<file path="src/rtl/rle_block_sequencer_if.sv">
// Handshake and memory-write bundle between rle_block_sequencer and its surroundings.
// master = upstream/packer side that drives rows and words; slave = the sequencer.
interface rle_block_sequencer_if #(
  parameter int unsigned ADDR_W = 14,
  parameter int unsigned WORD_W = 112
);
  logic              start;
  logic [11:0]       num_blocks;
  logic              row_valid;
  logic              row_ready;
  logic              rle_en;
  logic              blk_start;
  logic              pack_flush;
  logic              word_valid;
  logic [WORD_W-1:0] word_data;
  logic              mem_we;
  logic [ADDR_W-1:0] mem_addr;
  logic [WORD_W-1:0] mem_wdata;
  logic              busy;
  logic              done;
  logic              mem_full;
  logic [ADDR_W:0]   words_written;

  modport master (
    output start, num_blocks, row_valid, word_valid, word_data,
    input  row_ready, rle_en, blk_start, pack_flush, mem_we, mem_addr, mem_wdata,
    input  busy, done, mem_full, words_written
  );

  modport slave (
    input  start, num_blocks, row_valid, word_valid, word_data,
    output row_ready, rle_en, blk_start, pack_flush, mem_we, mem_addr, mem_wdata,
    output busy, done, mem_full, words_written
  );
endinterface

</file>
<file path="src/rtl/rle_block_sequencer.sv">
// Frame sequencer for the 8x8-block RLE datapath: paces rows, flushes the packer per block
// and writes packed words to SRAM. Define RLE_SEQ_ADDR_WRAP_EN to wrap instead of stalling.
module rle_block_sequencer #(
  parameter int unsigned ADDR_W = 14,
  parameter int unsigned WORD_W = 112
) (
  input logic                  clk,
  input logic                  reset,
  rle_block_sequencer_if.slave bus
);

  typedef enum logic [2:0] {StIdle, StRun, StFlush, StDrain, StStall} state_e;

  localparam logic [ADDR_W-1:0] AddrLast = '1;

  state_e            state_q, state_d;
  logic [11:0]       blk_cnt_q, blk_cnt_d;
  logic [11:0]       nblk_q, nblk_d;
  logic [2:0]        row_cnt_q, row_cnt_d;
  logic              drain_q, drain_d;
  logic [ADDR_W-1:0] addr_q, addr_d;
  logic [ADDR_W:0]   ww_q, ww_d;
  logic              full_q, full_d;
  logic              done_q, done_d;

  logic row_ready, rle_en, mem_we;

  always_ff @(posedge clk or posedge reset) begin
    if (reset) begin
      state_q   <= StIdle;
      blk_cnt_q <= '0;
      nblk_q    <= 12'd1;
      row_cnt_q <= '0;
      drain_q   <= 1'b0;
      addr_q    <= '0;
      ww_q      <= '0;
      full_q    <= 1'b0;
      done_q    <= 1'b0;
    end else begin
      state_q   <= state_d;
      blk_cnt_q <= blk_cnt_d;
      nblk_q    <= nblk_d;
      row_cnt_q <= row_cnt_d;
      drain_q   <= drain_d;
      addr_q    <= addr_d;
      ww_q      <= ww_d;
      full_q    <= full_d;
      done_q    <= done_d;
    end
  end

  always_comb begin
    state_d   = state_q;
    blk_cnt_d = blk_cnt_q;
    nblk_d    = nblk_q;
    row_cnt_d = row_cnt_q;
    drain_d   = drain_q;
    addr_d    = addr_q;
    ww_d      = ww_q;
    full_d    = full_q;
    done_d    = 1'b0;

    row_ready = (state_q == StRun) && !full_q;
    rle_en    = row_ready && bus.row_valid;
    // IDLE and STALL never write; a start coinciding with word_valid drops the word.
    mem_we    = (state_q != StIdle) && (state_q != StStall) && bus.word_valid && !full_q;

    case (state_q)
      StIdle: begin
        if (bus.start) begin
          state_d   = StRun;
          blk_cnt_d = '0;
          row_cnt_d = '0;
          ww_d      = '0;
          nblk_d    = (bus.num_blocks == 12'd0) ? 12'd1 : bus.num_blocks;
        end
      end
      StRun: begin
        if (rle_en) begin
          row_cnt_d = row_cnt_q + 3'd1;
          if (row_cnt_q == 3'd7) state_d = StFlush;
        end
      end
      StFlush: begin
        state_d = StDrain;
        drain_d = 1'b0;
      end
      StDrain: begin
        drain_d = 1'b1;
        if (drain_q) begin
          blk_cnt_d = blk_cnt_q + 12'd1;
          if (blk_cnt_q + 12'd1 == nblk_q) begin
            state_d = StIdle;
            done_d  = 1'b1;
          end else begin
            state_d = StRun;
          end
        end
      end
      StStall: ;
      default: state_d = StIdle;
    endcase

    if (mem_we) begin
      ww_d = ww_q + 1'b1;
      if (addr_q == AddrLast) begin
`ifdef RLE_SEQ_ADDR_WRAP_EN
        addr_d = '0;
`else
        // Hold the address; the stall overrides whatever the frame FSM wanted.
        full_d  = 1'b1;
        state_d = StStall;
`endif
      end else begin
        addr_d = addr_q + 1'b1;
      end
    end
  end

  assign bus.row_ready     = row_ready;
  assign bus.rle_en        = rle_en;
  assign bus.blk_start     = rle_en && (row_cnt_q == 3'd0);
  assign bus.pack_flush    = (state_q == StFlush);
  assign bus.mem_we        = mem_we;
  assign bus.mem_addr      = addr_q;
  assign bus.mem_wdata     = mem_we ? bus.word_data : '0;
  assign bus.busy          = (state_q != StIdle);
  assign bus.done          = done_q;
  assign bus.mem_full      = full_q;
  assign bus.words_written = ww_q;

endmodule

</file>
<file path="src/flat_wrapper.sv">
// flat-port wrapper written by rule: the top's interface ports become plain ports
module rle_block_sequencer_flat 
#(
  parameter int unsigned ADDR_W = 14,
  parameter int unsigned WORD_W = 112
)
  (clk, reset, bus_start, bus_num_blocks, bus_row_valid, bus_word_valid, bus_word_data, bus_row_ready, bus_rle_en, bus_blk_start, bus_pack_flush, bus_mem_we, bus_mem_addr, bus_mem_wdata, bus_busy, bus_done, bus_mem_full, bus_words_written);
  rle_block_sequencer_if #(.ADDR_W(ADDR_W), .WORD_W(WORD_W)) bus_i ();
  input logic clk;
  input logic reset;
  input wire logic [$bits(bus_i.start)-1:0] bus_start;
  input wire logic [$bits(bus_i.num_blocks)-1:0] bus_num_blocks;
  input wire logic [$bits(bus_i.row_valid)-1:0] bus_row_valid;
  input wire logic [$bits(bus_i.word_valid)-1:0] bus_word_valid;
  input wire logic [$bits(bus_i.word_data)-1:0] bus_word_data;
  output wire logic [$bits(bus_i.row_ready)-1:0] bus_row_ready;
  output wire logic [$bits(bus_i.rle_en)-1:0] bus_rle_en;
  output wire logic [$bits(bus_i.blk_start)-1:0] bus_blk_start;
  output wire logic [$bits(bus_i.pack_flush)-1:0] bus_pack_flush;
  output wire logic [$bits(bus_i.mem_we)-1:0] bus_mem_we;
  output wire logic [$bits(bus_i.mem_addr)-1:0] bus_mem_addr;
  output wire logic [$bits(bus_i.mem_wdata)-1:0] bus_mem_wdata;
  output wire logic [$bits(bus_i.busy)-1:0] bus_busy;
  output wire logic [$bits(bus_i.done)-1:0] bus_done;
  output wire logic [$bits(bus_i.mem_full)-1:0] bus_mem_full;
  output wire logic [$bits(bus_i.words_written)-1:0] bus_words_written;
  assign bus_i.start = bus_start;
  assign bus_i.num_blocks = bus_num_blocks;
  assign bus_i.row_valid = bus_row_valid;
  assign bus_i.word_valid = bus_word_valid;
  assign bus_i.word_data = bus_word_data;
  assign bus_row_ready = bus_i.row_ready;
  assign bus_rle_en = bus_i.rle_en;
  assign bus_blk_start = bus_i.blk_start;
  assign bus_pack_flush = bus_i.pack_flush;
  assign bus_mem_we = bus_i.mem_we;
  assign bus_mem_addr = bus_i.mem_addr;
  assign bus_mem_wdata = bus_i.mem_wdata;
  assign bus_busy = bus_i.busy;
  assign bus_done = bus_i.done;
  assign bus_mem_full = bus_i.mem_full;
  assign bus_words_written = bus_i.words_written;
  rle_block_sequencer #(.ADDR_W(ADDR_W), .WORD_W(WORD_W)) u_core (.clk(clk), .reset(reset), .bus(bus_i));
endmodule
</file>
<file path="config.mk">
export PLATFORM = sky130hd
export DESIGN_NAME = rle_block_sequencer_flat
export DESIGN_NICKNAME = d
export VERILOG_FILES = /design/src/rtl/rle_block_sequencer_if.sv /design/src/rtl/rle_block_sequencer.sv /design/src/flat_wrapper.sv
export SDC_FILE = /design/constraint.sdc
export NUM_CORES = 1
export LEC_CHECK = 0
export ABC_CLOCK_PERIOD_IN_PS = 4100
export CAP_MARGIN = 20
export CORE_AREA = 4 4 119 99
export CTS_CLUSTER_DIAMETER = 60
export DETAILED_ROUTE_END_ITERATION = 8
export DIE_AREA = 0 0 123 103
export GPL_TIMING_DRIVEN = 0
export PLACE_DENSITY = 0.88
export REMOVE_ABC_BUFFERS = 1
export SYNTH_ARGS = -nofsm -noshare
export SYNTH_HDL_FRONTEND = slang
export SYNTH_SLANG_ARGS = --single-unit
</file>
<file path="constraint.sdc">
create_clock -name clk -period 4.1 [get_ports clk]
set_clock_uncertainty 0.05 [all_clocks]
set_input_delay 0.615 -clock clk [delete_from_list [all_inputs] [get_ports clk]]
set_output_delay 0.615 -clock clk [all_outputs]
set_load 0.01 [all_outputs]
</file>
* Yosys cells after proc, flatten, opt, wreduce, memory -nomap -nowiden
Cells that the tools add are included.
** Storage, ports and cells
- Register bits after elaboration :: 62
- Bits of input ports :: 129
- Output and inout port bits :: 149
- Word-level logic and storage cells :: 70
** Cells by class
- Multiplexer cells :: 23
- Reduce and logical (&&, ||, !) cells :: 22
- Bitwise logic cells :: 1
- Equality and inequality tests :: 11
- Add/sub/neg operators :: 4
** Operators by type and width (number)
- 112-bit two-way mux :: 1
- 15-bit two-way mux :: 3
- 12-bit two-way mux :: 3
- 3-bit two-way mux :: 8
- 12-bit one-hot mux with 2 select lines :: 1
- 15-bit by 1-bit adder with 15-bit output (second input constant) :: 1
- 3-bit one-hot mux with 5 select lines :: 1
- 14-bit by 1-bit adder with 14-bit output (second input constant) :: 1
- 14-bit == test (second input constant) :: 1
- 12-bit by 1-bit adder with 12-bit output (second input constant) :: 1
- 12-bit == test :: 1
- 12-bit zero test :: 1
- 2-bit nonzero test :: 5
- 2-bit AND reduction :: 4
- 3-bit by 2-bit == test with 1-bit output (second input constant) :: 2
- 3-bit == test (second input constant) :: 2
- 1-bit logical AND :: 6
- 3-bit zero test :: 2
- 3-bit one-hot mux with 2 select lines :: 1
- 3-bit AND reduction :: 2
- 1-bit two-way mux :: 4
- 2-bit by 1-bit != test with 1-bit output (second input constant) :: 2
- 3-bit by 1-bit adder with 3-bit output (second input constant) :: 1
- 3-bit by 1-bit == test with 1-bit output (second input constant) :: 1
- other kinds (6) :: 6

* Longest topological paths before layout
Gate-level depths: netlist of the first run.
- Depth after elaboration :: 7
- Depth in mapped cells :: 9
- Gate-level depth less buffers :: 7

* Worst setup path before layout of the first run
No wires, ideal clock.
- Path type :: input-to-output
- Start point :: input bus_word_valid
- End point :: output bus_mem_wdata[10]
- Arrival :: 1.774 ns
- Stages on the path :: 6
- Slack :: 1.661 ns
- Required time :: 3.435 ns
- Cell sequence :: or3b_1 -> buf_2 -> inv_2 -> buf_2 -> clkbuf_1 -> and2_1
** Between the ends
- Word-level cells in the longest chain between the ends :: 3
** Ends and longest elaborated chain
- start: declaration :: line flat_wrapper.sv:14 : input wire logic [$bits(bus_i.word_valid)-1:0] bus_word_valid;
- 1-bit logical AND (2 in a row) :: line rle_block_sequencer.sv:66 : mem_we = (state_q != StIdle) && (state_q != StStall) && bus.word_valid && !full_q;
- 112-bit two-way mux :: line rle_block_sequencer.sv:126 : assign bus.mem_wdata = mem_we ? bus.word_data : '0;
- end: declaration :: line flat_wrapper.sv:22 : output wire logic [$bits(bus_i.mem_wdata)-1:0] bus_mem_wdata;
No other way between the ends.

* Final worst setup path of the first run
- Start point :: input bus_word_valid
- End point :: output bus_mem_wdata[42]
The elaborated chain is that of the path after synthesis.

==> key figures, run 1 <==
Synth
  – Synth top cells by count: 116 x and2_1, 62 x nand2_1, 61 x dfrtp_1
  – Synth cell types: 50
  – Top area cells in the synthesized netlist: dfrtp_1 38%, and2_1 18%, nand2_1 5.7%, o21ai_0 4.0%, nand3_1 2.8%
  – Synth Flop Type: dfrtp_1
  – Post-synth EDFFs: 0
  – Warnings from Yosys: 0
  – Most common cell in the netlist: and2_1
  – Post-Syn Instances: 483
  – Post-Syn Area: 0.00405 sq mm
  – Register area share after synthesis: 0.383
  – Synth area leader: dfrtp_1
  – Post-synthesis register bit count: 62
  – Mean post-synth cell area: 8.39 sq um
  – Synth top area share: 0.377
  – Async S/R FF share, synth: 1.00

Drt
  – DRT antenna net count: 0
  – DRC Markers: 0
  – Via density: 5.11
  – Wirelength per Cell: ~20 microns
  – Via count: 4561
  – WL final: ~17 mm
  – First drt pass iteration count: 6
  – DRT iter0 DRCs: 356

Critical path
  – Crit-path cells: clkdlybuf4s50_1 -> or3b_1 -> inv_2 -> buf_12 -> and2_1 -> clkdlybuf4s50_1
  – Crit-path most repeated cell: clkdlybuf4s50_1
  – Worst path slowest cell: clkdlybuf4s50_1
  – Critical Path RT: 3.43 ns
  – Critical setup path kind: primary input to output port
  – Crit Path Max Fanout: 78
  – Startpoint Class: primary input
  – Max incr delay on CP: 0.61 ns
  – Crit. End Element: output port
  – WP data arrival: roughly 3.2 ns

Outcome
  – Status: complete, no violations

Floorplanning
  – Die outline width: 123 microns
  – # rows: 34
  – Ports: 278
  – Chip Height: 103 microns
  – Die Area: 0.0127 sq mm
  – Core area: ~0.011 sq mm
  – Initial Utilization: 0.382

Pwr
  – Peak supply drop: 0.202 mV
  – Power per Cell Area: 386 mW/mm^2
  – Leak Pwr: around 3 nW

Timing
  – # setup viols final: 0
  – Fin. max-slew vios: 0
  – FMAX: 257 MHz
  – Worst Slack Setup Final: about 0.21 ns
  – Setup TNS: 0 ns
  – Slew @ Worst Pin: 0.920 ns
  – RSZ-0062 raised after global routing: false
  – Hold Vio Cnt, Final: 0
  – Crit path time final: 3.89 ns
  – Slew margin rel.: 0.385
  – Tcrit/Tclk final: 0.949

Clock network
  – Num CTS Buffers: 9
  – Setup Buffers After CTS: 0
  – Sink Count: 62
  – H-tree levels: 3
  – CTS tree: yes
  – Worst skew pair latency: 0.32 ns
  – CTS Buffer Depth: 2
  – Post-cts resize count: 0
  – Root Buffer: clkbuf_16
  – Clk slew on worst S/H paths: 0.05 ns
  – CTS Hold Bufs: 0

Run
  – Max-Cap Viols: 0

Placement
  – Pre-CTS WS: 0.189 ns
  – Placer Congestion: 0.915
  – Final HPWL DP: 13.8 mm
  – Placed cell area: 0.00693 sq mm
  – PortBufs: about 280

GRT
  – Largest net degree at the start of global routing: between 70 and 80
  – GRT Overall Usage: 0.267
  – Vias in the first global route: 4584
  – Initial antenna violation count: 1
  – First-pass GRT wire length: 25.7 mm
  – Gr ovfl total: 0

Worst hold path
  – Hold Path Class: flip-flop to flip-flop

Final layout
  – Layout Area Growth over Synthesis: 78.7%
  – Post-route cell area: between 0.007 and 0.008 sq mm
  – Final net count: 880
  – Layout cell share with drive strength beyond 1: 0.0320
  – Ant diodes: 0
  – # fillers: 802
-- area by class of cell --
cell class              count  area (sq um)  area share
clock buffers              12           267      0.0368
clock inverters             3          42.5     0.00588
inverters                  13          48.8     0.00674
multi-input cells         380          2330       0.322
flip-flops and latches     62          1550       0.215
well taps                 144           180      0.0249
repair buffers            279          2810       0.389
-- power by group --
| part | switching (mW) | leakage [nW] | total, mW | internal [mW] |
|---|---|---|---|---|
| clock network | 0.260 | 0.151 | 0.776 | 0.515 |
| logic | 0.435 | 2.04 | 0.994 | 0.559 |
| registers | 0.235 | 0.812 | 1.03 | 0.791 |
-- worst max-delay path, delay by kind of cell --
family	cells	cell delay [ns]
AND/OR/NAND/NOR	2	0.71
buffers and inverters	4	1.88
-- logic make-up after synthesis --
logic type / Yosys count / share of synthesized area
buffers and inverters: 41 / 0.0408
AND/OR/NAND/NOR: 276 / 0.380
XOR/XNOR: 27 / 0.0652
adder cells (fa/ha/maj): 6 / 0.0185
AO/OA/AOI/OAI: 66 / 0.0998
multiplexers: 5 / 0.0127
flip-flops: 62 / 0.383
-- registers in the layout, summed over array words and instances (netlist names) --
| register | cells |
|---|---|
| u_core.bus.words_written | 15 |
| u_core.bus.mem_addr | 14 |
| u_core.blk_cnt_q | 12 |
| u_core.nblk_q | 12 |
| u_core.row_cnt_q | 3 |
| u_core.state_q | 3 |
| u_core.bus.done | 1 |
| u_core.bus.mem_full | 1 |
| u_core.drain_q | 1 |
-- stage by stage --
stage	util	instances	hold slack, ns	total power, mW
finish	0.683	893	0.441	2.80
global placement	0.650	876	0.417	1.95
CTS	0.683	893	0.441	2.80
floorplan	-	455	0.397	1.48
detailed placement	0.654	878	0.424	2.01
global route	0.683	893	0.467	2.96
-- placed cells by master (no fill, tap or decap), types with 3 or more instances in the layout --
cell type / instances
clkbuf_8: 3
clkdlybuf4s50_1: 277
a31oi_1: 6
nand3_1: 23
and3b_1: 3
mux2i_1: 4
dfrtp_1: 61
and2_1: 116
and3_1: 10
and4_1: 5
inv_1: 11
nor3_1: 4
or3_1: 3
o211ai_1: 3
nor2_1: 19
nand2_1: 62
clkbuf_16: 9
a21oi_1: 5
nor4_1: 5
o31ai_1: 8
xnor2_1: 12
xor2_1: 13
o311ai_0: 3
ha_1: 6
o21ai_0: 32
nand4_1: 12
-- worst paths after layout --
kind	startpoint	to	slack, ns	cells past startpoint
min in group asynchronous	reset	u_core.bus.mem_addr[12]	0.71	2
max	bus_word_valid	bus_mem_wdata[42]	0.21	6
min	u_core.nblk_q[10]	u_core.nblk_q[10]	0.44	2
max reg2reg	u_core.state_q[0]	u_core.bus.words_written[14]	1.12	7
min reg2reg	u_core.nblk_q[10]	u_core.nblk_q[10]	0.44	2
max in group asynchronous	reset	u_core.nblk_q[9]	2.67	3
-- routing by layer --
layer  track usage  wire length [microns]  up-vias
li1              -                      -     2166
met3        0.0933                   1390       29
met5             0                      0        -
met1         0.352                   7270     2182
met4        0.0706                    386        0
met2         0.422                   8400      184
No activity file was read; power rests on OpenSTA's default activity.
==> run 2, diff against run 1 <==
PLACE_DENSITY = 0.84   (was 0.88)
==> key figures, run 2 (same netlist as run 1, synthesis figures left out) <==
Clock network
  – CTS Buffer Depth: 2 (unchanged)
  – Post-cts resize count: 0 (unchanged)
  – Worst skew pair latency: 0.33 ns (was 0.32 ns)
  – Clk slew on worst S/H paths: 0.05 ns (about the same)
  – Setup Buffers After CTS: 0 (unchanged)
  – Sink Count: 62 (unchanged)
  – CTS Hold Bufs: 0 (unchanged)
  – H-tree levels: 3 (unchanged)
  – CTS tree: yes (unchanged)
  – Num CTS Buffers: 9 (unchanged)
  – Root Buffer: clkbuf_16 (unchanged)

Drt
  – DRC Markers: 0 (unchanged)
  – DRT iter0 DRCs: 320 (was 356)
  – DRT antenna net count: 0 (unchanged)
  – WL final: 17.5 mm (was 17.4 mm)
  – Via count: 4520 (was 4561)
  – First drt pass iteration count: 6 (unchanged)
  – Via density: 5.06 (was 5.11)
  – Wirelength per Cell: 19.6 microns (was 19.5 microns)

Critical path
  – Critical Path RT: 3.43 ns (about the same)
  – Worst path slowest cell: clkdlybuf4s50_1 (unchanged)
  – Crit Path Max Fanout: 63 (was 78)
  – WP data arrival: 3.18 ns (was 3.23 ns)
  – Critical setup path kind: primary input to output port (unchanged)
  – Max incr delay on CP: 0.62 ns (was 0.61 ns)
  – Crit. End Element: output port (unchanged)
  – Crit-path cells: clkdlybuf4s50_1 -> or3b_1 -> clkinv_2 -> buf_12 -> and2_1 -> clkdlybuf4s50_1 (was clkdlybuf4s50_1 -> or3b_1 -> inv_2 -> buf_12 -> and2_1 -> clkdlybuf4s50_1)
  – Startpoint Class: primary input (unchanged)
  – Crit-path most repeated cell: clkdlybuf4s50_1 (unchanged)

Final layout
  – Final Non-Filler Cells: 894 (was 893)
  – Final net count: 880 (unchanged)
  – # fillers: 816 (was 802)
  – Commonest non-fill, non-tap cell in the layout: clkdlybuf4s50_1 (unchanged)
  – Max reg flops: 15 (unchanged)
  – Fin util: 0.685 (was 0.683)
  – Post-route cell area: 0.00725 sq mm (was 0.00724 sq mm)
  – Ant diodes: 0 (unchanged)
  – Layout Area Growth over Synthesis: 79.0% (was 78.7%)
  – Layout cell share with drive strength beyond 1: 0.0333 (was 0.0320)
  – Commonest cells after routing, fill and taps aside: 277 x clkdlybuf4s50_1, 116 x and2_1, 62 x nand2_1, 61 x dfrtp_1, 32 x o21ai_0 (unchanged)

Pwr
  – Peak supply drop: 0.235 mV (was 0.202 mV)
  – Overall power: 2.84 mW (was 2.80 mW)
  – Leak Pwr: 3.00 nW (about the same)
  – Power per Cell Area: 391 mW/mm^2 (was 386 mW/mm^2)

Timing
  – Fin. max-slew vios: 0 (unchanged)
  – Tcrit/Tclk final: 0.937 (was 0.949)
  – Setup TNS: 0 ns (unchanged)
  – Slew margin rel.: 0.360 (was 0.385)
  – Hold WS: 0.427 ns (was 0.441 ns)
  – Slew @ Worst Pin: 0.957 ns (was 0.920 ns)
  – RSZ-0062 raised after global routing: false (unchanged)
  – Worst Slack Setup Final: 0.257 ns (was 0.207 ns)
  – Crit path time final: 3.84 ns (was 3.89 ns)
  – Hold Vio Cnt, Final: 0 (unchanged)
  – # setup viols final: 0 (unchanged)
  – FMAX: 260 MHz (was 257 MHz)

Floorplanning
  – Die outline width: 123 microns (unchanged)
  – # rows: 34 (unchanged)
  – Die Area: 0.0127 sq mm (unchanged)
  – Initial Utilization: 0.382 (unchanged)
  – Ports: 278 (unchanged)
  – Core area: 0.0106 sq mm (unchanged)
  – Chip Height: 103 microns (unchanged)

Placement
  – Final HPWL DP: 14.0 mm (was 13.8 mm)
  – Placed insts: 878 (unchanged)
  – Placer Congestion: 0.890 (was 0.915)
  – PortBufs: 277 (unchanged)
  – Placed cell area: 0.00693 sq mm (unchanged)
  – Pre-CTS WS: 0.103 ns (was 0.189 ns)

GRT
  – Vias in the first global route: 4527 (was 4584)
  – First-pass GRT wire length: 25.8 mm (was 25.7 mm)
  – GRT Overall Usage: 0.270 (was 0.267)
  – Gr ovfl total: 0 (unchanged)
  – Initial antenna violation count: 3 (was 1)
  – Largest net degree at the start of global routing: 64 (was 79)

Worst hold path
  – Hold Path Class: flip-flop to flip-flop (unchanged)

Run
  – Max-Cap Viols: 0 (unchanged)

Outcome
  – Status: complete, no violations (unchanged)
[run 2: changes by cell type in the layout (fill, tap and decap cells not counted)]
cell and change:
clkinv_2 +1, clkbuf_8 -3, clkinv_4 +1, clkinvlp_4 +1, bufinv_16 +1, inv_6 +1, inv_2 -1
[run 2: final timing paths]
path	depth (start not counted)	to	from	slack, ns
min in group asynchronous	2	u_core.bus.mem_addr[13]	reset	0.64
hold reg to reg	2	u_core.nblk_q[10]	u_core.nblk_q[10]	0.43
hold / removal	2	u_core.nblk_q[10]	u_core.nblk_q[10]	0.43
setup / recovery	6	bus_mem_wdata[58]	bus_word_valid	0.26
setup reg to reg	6	u_core.bus.mem_addr[1]	u_core.state_q[0]	1.31
max in group asynchronous	3	u_core.nblk_q[0]	reset	2.69
[run 2: final cells by class]
cell class | instances | area, sq um | area share
clock buffers | 9 | 225 | 0.0311
repair buffers | 279 | 2810 | 0.388
flip-flops and latches | 62 | 1550 | 0.214
multi-input cells | 380 | 2330 | 0.322
well taps | 144 | 180 | 0.0248
clock inverters | 7 | 97.6 | 0.0135
inverters | 13 | 50.0 | 0.00690
[run 2: report_power, final]
group	internal [mW]	leakage (nW)	switching, mW
clock network	0.534	0.152	0.285
registers	0.791	0.812	0.242
logic	0.557	2.04	0.429
total	1.88	3.00	0.957
[run 2: per-layer routing]
| metal | up-vias | global-route usage | part of all wire |
|---|---|---|---|
| met5 | - | 0 | 0.00069 |
| met4 | 2 | 0.0579 | 0.016 |
| met3 | 26 | 0.143 | 0.11 |
| met2 | 171 | 0.418 | 0.46 |
| met1 | 2154 | 0.338 | 0.41 |
| li1 | 2167 | - | - |
[run 2: worst max-delay path: cells and delay by family]
| kind | cells | cell delay, ns |
|---|---|---|
| buf+inv | 4 | 1.85 |
| simple gates | 2 | 0.68 |
==> run 3, diff against run 2 <==
CAP_MARGIN = 10   (was 20)
PLACE_DENSITY = 0.93   (was 0.84)
==> key figures, run 3 (same netlist as run 1, synthesis figures left out) <==
Outcome
  – Status: complete, no violations (unchanged)

Drt
  – WL final: 18.3 mm (was 17.5 mm)
  – First drt pass iteration count: 5 (was 6)
  – DRC Markers: 0 (unchanged)
  – Via count: 4609 (was 4520)
  – DRT iter0 DRCs: 495 (was 320)
  – DRT antenna net count: 0 (unchanged)
  – Wirelength per Cell: 20.5 microns (was 19.6 microns)
  – Via density: 5.16 (was 5.06)

Timing
  – FMAX: 255 MHz (was 260 MHz)
  – Hold Vio Cnt, Final: 0 (unchanged)
  – Tcrit/Tclk final: 0.956 (was 0.937)
  – Fin. max-slew vios: 0 (unchanged)
  – Crit path time final: 3.92 ns (was 3.84 ns)
  – Slew margin rel.: 0.373 (was 0.360)
  – Worst Slack Setup Final: 0.180 ns (was 0.257 ns)
  – # setup viols final: 0 (unchanged)
  – Hold WS: 0.440 ns (was 0.427 ns)
  – Setup TNS: 0 ns (unchanged)
  – RSZ-0062 raised after global routing: false (unchanged)
  – Slew @ Worst Pin: 0.938 ns (was 0.957 ns)

GRT
  – Gr ovfl total: 0 (unchanged)
  – Initial antenna violation count: 1 (was 3)
  – Vias in the first global route: 4799 (was 4527)
  – Largest net degree at the start of global routing: 67 (was 64)
  – First-pass GRT wire length: 27.3 mm (was 25.8 mm)
  – GRT Overall Usage: 0.286 (was 0.270)

Placement
  – Placed cell area: 0.00693 sq mm (unchanged)
  – PortBufs: 277 (unchanged)
  – Pre-CTS WS: 0.115 ns (was 0.103 ns)
  – Final HPWL DP: 14.4 mm (was 14.0 mm)
  – Placed insts: 878 (unchanged)
  – Placer Congestion: 0.891 (was 0.890)

Final layout
  – Layout Area Growth over Synthesis: 78.4% (was 79.0%)
  – Multi-input gate area: 0.00233 sq mm (unchanged)
  – Post-route cell area: 0.00722 sq mm (was 0.00725 sq mm)
  – FF+latch area: 0.00155 sq mm (unchanged)
  – Commonest non-fill, non-tap cell in the layout: clkdlybuf4s50_1 (unchanged)
  – Max reg flops: 15 (unchanged)
  – Ant diodes: 0 (unchanged)
  – # fillers: 801 (was 816)
  – Fin util: 0.682 (was 0.685)
  – Commonest cells after routing, fill and taps aside: 277 x clkdlybuf4s50_1, 116 x and2_1, 62 x nand2_1, 61 x dfrtp_1, 32 x o21ai_0 (unchanged)
  – Layout cell share with drive strength beyond 1: 0.0333 (unchanged)
  – Final Non-Filler Cells: 894 (unchanged)
  – Final net count: 880 (unchanged)

Pwr
  – Net Sw Power: 952 uW (was 957 uW)
  – Seq pwr share: 0.374 (was 0.364)
  – Overall power: 2.76 mW (was 2.84 mW)
  – Clock power frac: 0.264 (was 0.289)
  – Pint: 1.81 mW (was 1.88 mW)
  – Combinational share of power: 0.362 (was 0.348)
  – Leak Pwr: 2.99 nW (was 3.00 nW)
  – Sw Share: 0.345 (was 0.337)
  – Power per Cell Area: 382 mW/mm^2 (was 391 mW/mm^2)
  – Peak supply drop: 0.234 mV (was 0.235 mV)

Critical path
  – Flop2flop setup slack: 1.29 ns (was 1.31 ns)
  – Startpoint Class: primary input (unchanged)
  – Worst path slowest cell: clkdlybuf4s50_1 (unchanged)
  – Critical setup path kind: primary input to output port (unchanged)
  – Critical path's top delay family: buffers and inverters (unchanged)
  – Critical Path RT: 3.43 ns (about the same)
  – Crit-path cells: clkdlybuf4s50_1 -> or3b_1 -> clkinv_2 -> buf_12 -> and2_1 -> clkdlybuf4s50_1 (unchanged)
  – Crit Path Max Fanout: 66 (was 63)
  – CP Buf/Inv Count: 4 (unchanged)
  – Max incr delay on CP: 0.69 ns (was 0.62 ns)
  – Crit-path most repeated cell: clkdlybuf4s50_1 (unchanged)
  – Crit. End Element: output port (unchanged)
  – WP data arrival: 3.26 ns (was 3.18 ns)

Floorplanning
  – # rows: 34 (unchanged)
  – Core area: 0.0106 sq mm (unchanged)
  – Ports: 278 (unchanged)
  – Chip Height: 103 microns (unchanged)
  – Die Area: 0.0127 sq mm (unchanged)
  – Die outline width: 123 microns (unchanged)
  – Initial Utilization: 0.382 (unchanged)

Worst hold path
  – Hold Path Class: flip-flop to flip-flop (unchanged)

Run
  – Max-Cap Viols: 0 (unchanged)

Clock network
  – CTS tree: yes (unchanged)
  – Clk slew on worst S/H paths: 0.05 ns (about the same)
  – CTS Buffer Depth: 2 (unchanged)
  – Worst skew pair latency: 0.32 ns (was 0.33 ns)
  – Num CTS Buffers: 9 (unchanged)
  – H-tree levels: 3 (unchanged)
  – Root Buffer: clkbuf_16 (unchanged)
  – Setup Buffers After CTS: 0 (unchanged)
  – Sink Count: 62 (unchanged)
  – CTS Hold Bufs: 0 (unchanged)
run 3: cell count changes in the layout (fill, tap and decap cells not counted):
cell and change:
clkbuf_8 +3, clkinvlp_4 -1, clkinv_4 +1, inv_6 -1, bufinv_16 -2
run 3: worst reg2reg max path, delay by kind of cell, from the launching register on:
kind	cells	cell delay (ns)
flip-flops	1	0.49
AND/OR/NAND/NOR	4	1.18
buffers and inverters	2	0.79
multiplexers	1	0.23
run 3: power by group through the flow:
stage | clock [mW] | sequential (mW) | combinational (mW)
global placement | 0 | 1.01 | 0.935
floorplan | 0 | 0.991 | 0.492
finish | 0.730 | 1.03 | 1.00
detailed placement | 0 | 1.03 | 0.981
global route | 0.767 | 1.06 | 1.09
CTS | 0.739 | 1.02 | 0.997
run 3: path summary, 6_finish.rpt:
check / startpoint / end / cells past startpoint
max: bus_word_valid / bus_mem_wdata[52] / 6
min: u_core.bus.words_written[14] / u_core.bus.words_written[14] / 1
max reg2reg: u_core.state_q[0] / u_core.bus.words_written[14] / 7
min reg2reg: u_core.bus.words_written[14] / u_core.bus.words_written[14] / 1
max in group asynchronous: reset / u_core.nblk_q[0] / 3
min in group asynchronous: reset / u_core.bus.mem_addr[9] / 2
run 3: layout make-up:
class | instances | area share
Clock inverter | 4 | 0.00416
Sequential cell | 62 | 0.215
Tap cell | 144 | 0.0249
Inverter | 13 | 0.00693
Multi-Input combinational cell | 380 | 0.323
Clock buffer | 12 | 0.0369
Timing Repair Buffer | 279 | 0.389
run 3: what timing repair did:
item / CTS / global route
endpoints found under the setup margin: 0 / 7
resized for setup: 0 / 1
hold endpoints to repair: 0 / 0
run 3: metal layers:
| layer | GRT usage | up-vias | part of all wire |
|---|---|---|---|
| li1 | - | 2161 | - |
| met1 | 0.383 | 2221 | 0.43 |
| met2 | 0.449 | 208 | 0.47 |
| met3 | 0.101 | 19 | 0.085 |
| met4 | 0.0604 | 0 | 0.011 |
| met5 | 0 | - | 0 |
